`config.mk`:
```
export PLATFORM = sky130hd
export DESIGN_NAME = multicycle_ctrl
export DESIGN_NICKNAME = d
export VERILOG_FILES = /design/src/rtl/riscv_pkg.sv /design/src/rtl/alu_decoder.sv /design/src/rtl/multicycle_ctrl.sv
export SDC_FILE = /design/constraint.sdc
export NUM_CORES = 1
export LEC_CHECK = 0
export CELL_PAD_IN_SITES_DETAIL_PLACEMENT = 0
export CELL_PAD_IN_SITES_GLOBAL_PLACEMENT = 1
export CORE_AREA = 2 2 61 74
export DETAILED_ROUTE_END_ITERATION = 7
export DIE_AREA = 0 0 63 76
export MAX_ROUTING_LAYER = met4
export PLACE_DENSITY_LB_ADDON = 0.1
export SYNTH_ARGS = -nofsm -noshare
export SYNTH_HDL_FRONTEND = slang
export SYNTH_SLANG_ARGS = --single-unit
```
`constraint.sdc`:
```
create_clock -name clk -period 3 [get_ports clk]
set_input_delay 0.9 -clock clk [delete_from_list [all_inputs] [get_ports clk]]
set_output_delay 0.9 -clock clk [all_outputs]
set_load 0.02 [all_outputs]
```
`src/rtl/riscv_pkg.sv`:
```
// Shared encodings for the multi-cycle RV32I core: ALU ops, opcodes, mux selects
// and the main control FSM states.
package riscv_pkg;

  typedef enum logic [3:0] {
    ALU_ADD   = 4'd0,
    ALU_SUB   = 4'd1,
    ALU_AND   = 4'd2,
    ALU_OR    = 4'd3,
    ALU_XOR   = 4'd4,
    ALU_SLL   = 4'd5,
    ALU_SRL   = 4'd6,
    ALU_SRA   = 4'd7,
    ALU_SLT   = 4'd8,
    ALU_SLTU  = 4'd9,
    ALU_PASSB = 4'd10
  } alu_op_e;

  typedef enum logic [1:0] {
    ACLS_ADD   = 2'd0,
    ACLS_CMP   = 2'd1,
    ACLS_FUNCT = 2'd2,
    ACLS_PASS  = 2'd3
  } alu_cls_e;

  typedef enum logic [1:0] {SRCA_PC = 2'd0, SRCA_OLDPC = 2'd1, SRCA_RS1 = 2'd2} src_a_e;
  typedef enum logic [1:0] {SRCB_RS2 = 2'd0, SRCB_IMM = 2'd1, SRCB_FOUR = 2'd2} src_b_e;
  typedef enum logic [1:0] {RES_ALUOUT = 2'd0, RES_MEMDATA = 2'd1, RES_ALU = 2'd2} res_src_e;
  typedef enum logic [2:0] {
    IMM_I = 3'd0, IMM_S = 3'd1, IMM_B = 3'd2, IMM_U = 3'd3, IMM_J = 3'd4
  } imm_src_e;

  localparam logic [6:0] OP_LUI    = 7'h37;
  localparam logic [6:0] OP_AUIPC  = 7'h17;
  localparam logic [6:0] OP_JAL    = 7'h6F;
  localparam logic [6:0] OP_JALR   = 7'h67;
  localparam logic [6:0] OP_BRANCH = 7'h63;
  localparam logic [6:0] OP_LOAD   = 7'h03;
  localparam logic [6:0] OP_STORE  = 7'h23;
  localparam logic [6:0] OP_IMM    = 7'h13;
  localparam logic [6:0] OP_REG    = 7'h33;
  localparam logic [6:0] OP_FENCE  = 7'h0F;
  localparam logic [6:0] OP_SYSTEM = 7'h73;

  typedef enum logic [3:0] {
    ST_FETCH, ST_DECODE, ST_MEM_ADR, ST_MEM_RD, ST_MEM_WB, ST_MEM_WR,
    ST_EXEC_ALU, ST_EXEC_LUI, ST_EXEC_JALR, ST_ALU_WB, ST_BRANCH, ST_JUMP, ST_ILLEGAL
  } state_e;

  function automatic imm_src_e imm_sel(input logic [6:0] opcode);
    case (opcode)
      OP_STORE:         return IMM_S;
      OP_BRANCH:        return IMM_B;
      OP_LUI, OP_AUIPC: return IMM_U;
      OP_JAL:           return IMM_J;
      default:          return IMM_I;
    endcase
  endfunction

  // SYSTEM falls into the default arm: the core has no CSR/trap support.
  function automatic logic instr_legal(input logic [6:0] opcode, input logic [2:0] f3,
                                       input logic [6:0] f7);
    case (opcode)
      OP_REG:    return (f7 == 7'h00) || (f7 == 7'h20 && (f3 == 3'd0 || f3 == 3'd5));
      OP_IMM:    return (f3 == 3'd1) ? (f7 == 7'h00) :
                        (f3 == 3'd5) ? (f7 == 7'h00 || f7 == 7'h20) : 1'b1;
      OP_BRANCH: return (f3 != 3'd2) && (f3 != 3'd3);
      OP_LOAD:   return (f3 != 3'd3) && (f3 != 3'd6) && (f3 != 3'd7);
      OP_STORE:  return f3 <= 3'd2;
      OP_LUI, OP_AUIPC, OP_JAL, OP_JALR, OP_FENCE: return 1'b1;
      default:   return 1'b0;
    endcase
  endfunction

endpackage

```
`src/rtl/alu_decoder.sv`:
```
// Maps an ALU op class plus funct3/instr[30] onto the shared ALU's 4-bit op code.
module alu_decoder
  import riscv_pkg::*;
(
  input  alu_cls_e   cls_i,
  input  logic [2:0] funct3_i,
  input  logic       instr30_i,
  input  logic       is_rtype_i,
  output alu_op_e    alu_ctrl_o
);

  always_comb begin
    alu_ctrl_o = ALU_ADD;
    case (cls_i)
      ACLS_ADD:  alu_ctrl_o = ALU_ADD;
      ACLS_PASS: alu_ctrl_o = ALU_PASSB;
      // Branch compare: funct3[2:1] picks equality / signed / unsigned.
      ACLS_CMP: begin
        case (funct3_i[2:1])
          2'b10:   alu_ctrl_o = ALU_SLT;
          2'b11:   alu_ctrl_o = ALU_SLTU;
          default: alu_ctrl_o = ALU_SUB;
        endcase
      end
      ACLS_FUNCT: begin
        case (funct3_i)
          3'd0:    alu_ctrl_o = (is_rtype_i && instr30_i) ? ALU_SUB : ALU_ADD;
          3'd1:    alu_ctrl_o = ALU_SLL;
          3'd2:    alu_ctrl_o = ALU_SLT;
          3'd3:    alu_ctrl_o = ALU_SLTU;
          3'd4:    alu_ctrl_o = ALU_XOR;
          3'd5:    alu_ctrl_o = instr30_i ? ALU_SRA : ALU_SRL;
          3'd6:    alu_ctrl_o = ALU_OR;
          default: alu_ctrl_o = ALU_AND;
        endcase
      end
      default: alu_ctrl_o = ALU_ADD;
    endcase
  end

endmodule

```
`src/rtl/multicycle_ctrl.sv`:
```
// Main control FSM of the multi-cycle RV32I datapath: sequences fetch through
// writeback and drives mux selects, enables and the ALU op.
module multicycle_ctrl
  import riscv_pkg::*;
(
  input  logic        clk,
  input  logic        rst,
  input  logic [31:0] instr,
  input  logic        zero,
  input  logic        mem_ready,
  output logic [3:0]  alu_ctrl,
  output logic [1:0]  alu_src_a,
  output logic [1:0]  alu_src_b,
  output logic [2:0]  imm_src,
  output logic [1:0]  result_src,
  output logic        adr_src,
  output logic        pc_src,
  output logic        ir_write,
  output logic        pc_write,
  output logic        reg_write,
  output logic        mem_req,
  output logic        mem_we,
  output logic        illegal
);

  state_e   state_q, state_d;
  alu_cls_e alu_cls;
  alu_op_e  alu_op;

  logic [6:0] opcode;
  logic [2:0] funct3;
  logic [6:0] funct7;
  logic       is_rtype, legal, br_taken;
  logic       unused_instr;

  assign opcode       = instr[6:0];
  assign funct3       = instr[14:12];
  assign funct7       = instr[31:25];
  assign is_rtype     = (opcode == OP_REG);
  assign legal        = instr_legal(opcode, funct3, funct7);
  assign unused_instr = ^{instr[24:15], instr[11:7]};

  // Odd funct3 inverts the sense: BNE/BGE/BGEU vs BEQ/BLT/BLTU.
  always_comb begin
    if (funct3[2]) br_taken = funct3[0] ? zero : !zero;
    else           br_taken = funct3[0] ? !zero : zero;
  end

  alu_decoder u_alu_dec (
    .cls_i      (alu_cls),
    .funct3_i   (funct3),
    .instr30_i  (instr[30]),
    .is_rtype_i (is_rtype),
    .alu_ctrl_o (alu_op)
  );

  assign alu_ctrl = alu_op;

  always_ff @(posedge clk) begin
    if (rst) state_q <= ST_FETCH;
    else     state_q <= state_d;
  end

  always_comb begin
    state_d = state_q;
    case (state_q)
      ST_FETCH:     if (mem_ready) state_d = ST_DECODE;
      ST_DECODE: begin
        if (!legal) state_d = ST_ILLEGAL;
        else begin
          case (opcode)
            OP_REG, OP_IMM:     state_d = ST_EXEC_ALU;
            OP_LOAD, OP_STORE:  state_d = ST_MEM_ADR;
            OP_BRANCH:          state_d = ST_BRANCH;
            OP_JAL:             state_d = ST_JUMP;
            OP_JALR:            state_d = ST_EXEC_JALR;
            OP_LUI:             state_d = ST_EXEC_LUI;
            OP_AUIPC:           state_d = ST_ALU_WB;
            OP_FENCE:           state_d = ST_FETCH;
            default:            state_d = ST_ILLEGAL;
          endcase
        end
      end
      ST_EXEC_ALU:  state_d = ST_ALU_WB;
      ST_EXEC_LUI:  state_d = ST_ALU_WB;
      ST_ALU_WB:    state_d = ST_FETCH;
      ST_MEM_ADR:   state_d = (opcode == OP_LOAD) ? ST_MEM_RD : ST_MEM_WR;
      ST_MEM_RD:    if (mem_ready) state_d = ST_MEM_WB;
      ST_MEM_WB:    state_d = ST_FETCH;
      ST_MEM_WR:    if (mem_ready) state_d = ST_FETCH;
      ST_BRANCH:    state_d = ST_FETCH;
      ST_JUMP:      state_d = ST_FETCH;
      ST_EXEC_JALR: state_d = ST_JUMP;
      ST_ILLEGAL:   state_d = ST_FETCH;
      default:      state_d = ST_FETCH;
    endcase
  end

  // Reset forces every output to its idle value, so a reset cycle never writes.
  always_comb begin
    alu_cls    = ACLS_ADD;
    alu_src_a  = SRCA_PC;
    alu_src_b  = SRCB_RS2;
    imm_src    = IMM_I;
    result_src = RES_ALUOUT;
    adr_src    = 1'b0;
    pc_src     = 1'b0;
    ir_write   = 1'b0;
    pc_write   = 1'b0;
    reg_write  = 1'b0;
    mem_req    = 1'b0;
    mem_we     = 1'b0;
    illegal    = 1'b0;
    if (!rst) begin
      imm_src = imm_sel(opcode);
      case (state_q)
        ST_FETCH: begin
          mem_req    = 1'b1;
          alu_src_b  = SRCB_FOUR;
          result_src = RES_ALU;
          ir_write   = mem_ready;
          pc_write   = mem_ready;
        end
        ST_DECODE: begin
          alu_src_a = SRCA_OLDPC;
          alu_src_b = SRCB_IMM;
        end
        ST_EXEC_ALU: begin
          alu_cls   = ACLS_FUNCT;
          alu_src_a = SRCA_RS1;
          alu_src_b = is_rtype ? SRCB_RS2 : SRCB_IMM;
        end
        ST_EXEC_LUI: begin
          alu_cls   = ACLS_PASS;
          alu_src_b = SRCB_IMM;
        end
        ST_ALU_WB: begin
          result_src = RES_ALUOUT;
          reg_write  = 1'b1;
        end
        ST_MEM_ADR, ST_EXEC_JALR: begin
          alu_src_a = SRCA_RS1;
          alu_src_b = SRCB_IMM;
        end
        ST_MEM_RD: begin
          mem_req = 1'b1;
          adr_src = 1'b1;
        end
        ST_MEM_WB: begin
          result_src = RES_MEMDATA;
          reg_write  = 1'b1;
        end
        ST_MEM_WR: begin
          mem_req = 1'b1;
          mem_we  = 1'b1;
          adr_src = 1'b1;
        end
        ST_BRANCH: begin
          alu_cls   = ACLS_CMP;
          alu_src_a = SRCA_RS1;
          alu_src_b = SRCB_RS2;
          pc_src    = br_taken;
          pc_write  = br_taken;
        end
        ST_JUMP: begin
          alu_src_a  = SRCA_OLDPC;
          alu_src_b  = SRCB_FOUR;
          result_src = RES_ALU;
          pc_src     = 1'b1;
          pc_write   = 1'b1;
          reg_write  = 1'b1;
        end
        ST_ILLEGAL: illegal = 1'b1;
        default: ;
      endcase
    end
  end

endmodule

```
==> reports/results.ini <==
[routing]
dr.pass1.iters = 4
drt_wl_total_mm = 3.76
wire_per_inst_um = 13.4
avgViaCountPerCell = 5.08
antenna_left = 0
vias = 1423
drt_iter0_markers = 67
drcViolationCount = 0

[setup_path]
slowest_delay_ns = 0.42
reg2reg_slack_ns = 1.43
critPathSlowestCell = clkdlybuf4s50_1
startpoint = zero
cp-start-kind = input pin
critPathKind = in -> out
worstPathArrival_ns = 2.04
crit_buf_inv = 2
r2r-end = state_q[1]
regToRegStartpoint = state_q[3]
cp_data_required_time_ns = 2.10
crit_end = pc_write
cp_max_fo = 2
endpoint_kind = primary output
cp_cell_sequence = clkdlybuf4s50_1 -> xnor2_1 -> o2111a_1 -> or2_1 -> buf_2
crit_family = buffers and inverters
ff2ff_path_depth = 6
crit_cells = 5

[worst_hold_path]
hold_path.class = reg -> reg
hold_path_depth = 2

[timing]
rsz0062_at_grt = no
drv_slew = 0
hold_viol_final = 0
tightestPinTransition_ns = 0.366
min_period_ns = 2.94
finClkSkew_ns = 0.00191
setup_viol = 0
fmax_ghz = 0.340
slew_headroom_pct = 75.6
layout_setup_ws_ns = 0.0583
period_share_pct = 98.1

[placed_design]
dpl.hpwl_mm = 3.10
placed_area_um2 = 1660
port_buffers = 41
routabilityCongestion = 0.865
dp_slack_ns = -0.756

[die]
core_um2 = 4130
floorplan.die_area_um2 = 4790
ios = 57
start_util_pct = 23.0
die_y_um = 76
dieWidth_um = 63
rows = 26

[global_routing]
antenna_found_initial = 0
grt_first_pass_wirelength_mm = 6.24
track_usage_pct = 15.9
grt_max_degree = 14
grt_overflow = 0
grt_pass1_vias = 1430

[synthesis]
syn_nets = 189
syn_avg_cell_area_um2 = 6.20
syn_area_um2 = 948
ys_seq_area_share_pct = 8.44
yosys_register_bits = 4
synth_largest_area_cell = dfxtp_1
synthArstFlopShare_pct = 0
ys_types = 51
yosysWarnings = 0
synth-edff-count = 0
synth_top_area_share_pct = 8.44
synth.most_common_cell = nor2_1
synth_cells = 153
ys.flop_type = dfxtp_1
synth_commonest_cells = nor2_1, a21oi_1, nor3_1
synthTopCellsByArea = dfxtp_1, nor2_1, a21oi_1

[clock_tree]
clk_latency_ns = 0.21
path_clk_slew_ns = 0.03
cts_made_buffers = 3
cts.sinks = 4
cts_root_buffer = clkbuf_8
cts_tree = yes
cts_buffer_depth = 2
htree_levels = 1

[finish]
layout-drive-gt1-share_pct = 34.4
reg_top3 = state_q x4
regArea_um2 = 80.1
antenna_cells = 0
num-fill-cells = 467
largest_reg_flops = 4
top_register = state_q
areaGrowthSynthToFinish_pct = 78.8
finish.instance_area_um2 = 1700
multi_input_area_um2 = 825
fin_nets = 262

[power]
power.density_nw_per_um2 = 514
cellLeakagePower_nw = 0.772
irDropWorstVdd_uv = 163

[status]
outcome = complete, no violations

[flow_run]
drv_cap = 0

[tightest hold or removal path, stage by stage, from the launching register on]
cell     delay (ns)
dfxtp_1        0.38
nand3_1        0.17
o21ai_1        0.07
[metal layers]
layer | vias up | part of all wire (%) | global-route usage (%)
met4 | 0 | 3.6 | 8.00
met2 | 55 | 52 | 29.6
met5 | - | 0 | -
met1 | 649 | 41 | 16.7
li1 | 705 | - | -
met3 | 14 | 3.7 | 1.03
[where the power goes]
group          switching (mW)  internal (mW)
sequential             0.0481         0.0749
combinational           0.363          0.274
clock                  0.0256         0.0853
[how the worst min path moves through the flow]
stage,startpoint,end
after global routing,state_q[0],state_q[2]
after floorplan,state_q[0],state_q[2]
final,state_q[0],state_q[2]
after global placement,state_q[0],state_q[2]
after detailed placement,state_q[0],state_q[2]
after CTS,state_q[0],state_q[2]
[placed cells by master (no fill, tap or decap), drive strengths merged, types with 2 or more instances in the layout]
master / count
buf: 52
nor2: 19
dlygate4sd2: 12
o21ai: 12
a21oi: 11
nor3: 11
nor2b: 9
nand2: 8
clkdlybuf4s50: 8
clkbuf: 8
inv: 7
a31oi: 6
clkdlybuf4s15: 6
dfxtp: 4
nor4: 3
nand2b: 3
or2: 3
and3: 3
nand3: 3
a221oi: 3
a41oi: 2
and2: 2
nand4: 2
o22ai: 2
and2b: 2
xnor2: 2
[timing repair]
action | 4_1_cts | 5_1_grt
gates resized for setup | 83 | 19
hold buffers | 0 | 0
setup buffers | 2 | 0
pin swaps | 7 | 7
endpoints found under the setup margin | 21 | 10
[stage by stage]
stage	power (mW)	utilization, %	cells	hold slack (ns)	TNS, ns
2_1_floorplan	0.499	-	153	0.662	0
6_report	0.871	41.0	280	0.677	0
4_1_cts	0.870	41.6	280	0.680	0
3_5_place_dp	0.785	40.2	275	0.673	-10.76
5_1_grt	0.942	41.0	280	0.695	0
3_3_place_gp	0.774	40.2	275	0.679	-10.61
[logic make-up after synthesis]
logic type | after synthesis | synth area share (%)
AO/OA/AOI/OAI | 49 | 35.0
XOR/XNOR | 3 | 2.77
buffers and inverters | 22 | 10.2
flip-flops | 4 | 8.44
AND/OR/NAND/NOR | 75 | 43.7
[layout make-up]
cell class	count	share of cell area, %
Timing Repair Buffer	83	38.5
Clock buffer	3	2.44
Inverter	7	1.55
Multi-Input combinational cell	127	48.6
Sequential cell	4	4.72
Tap cell	56	4.13
Note: power is estimated with default switching activity, not from simulation.
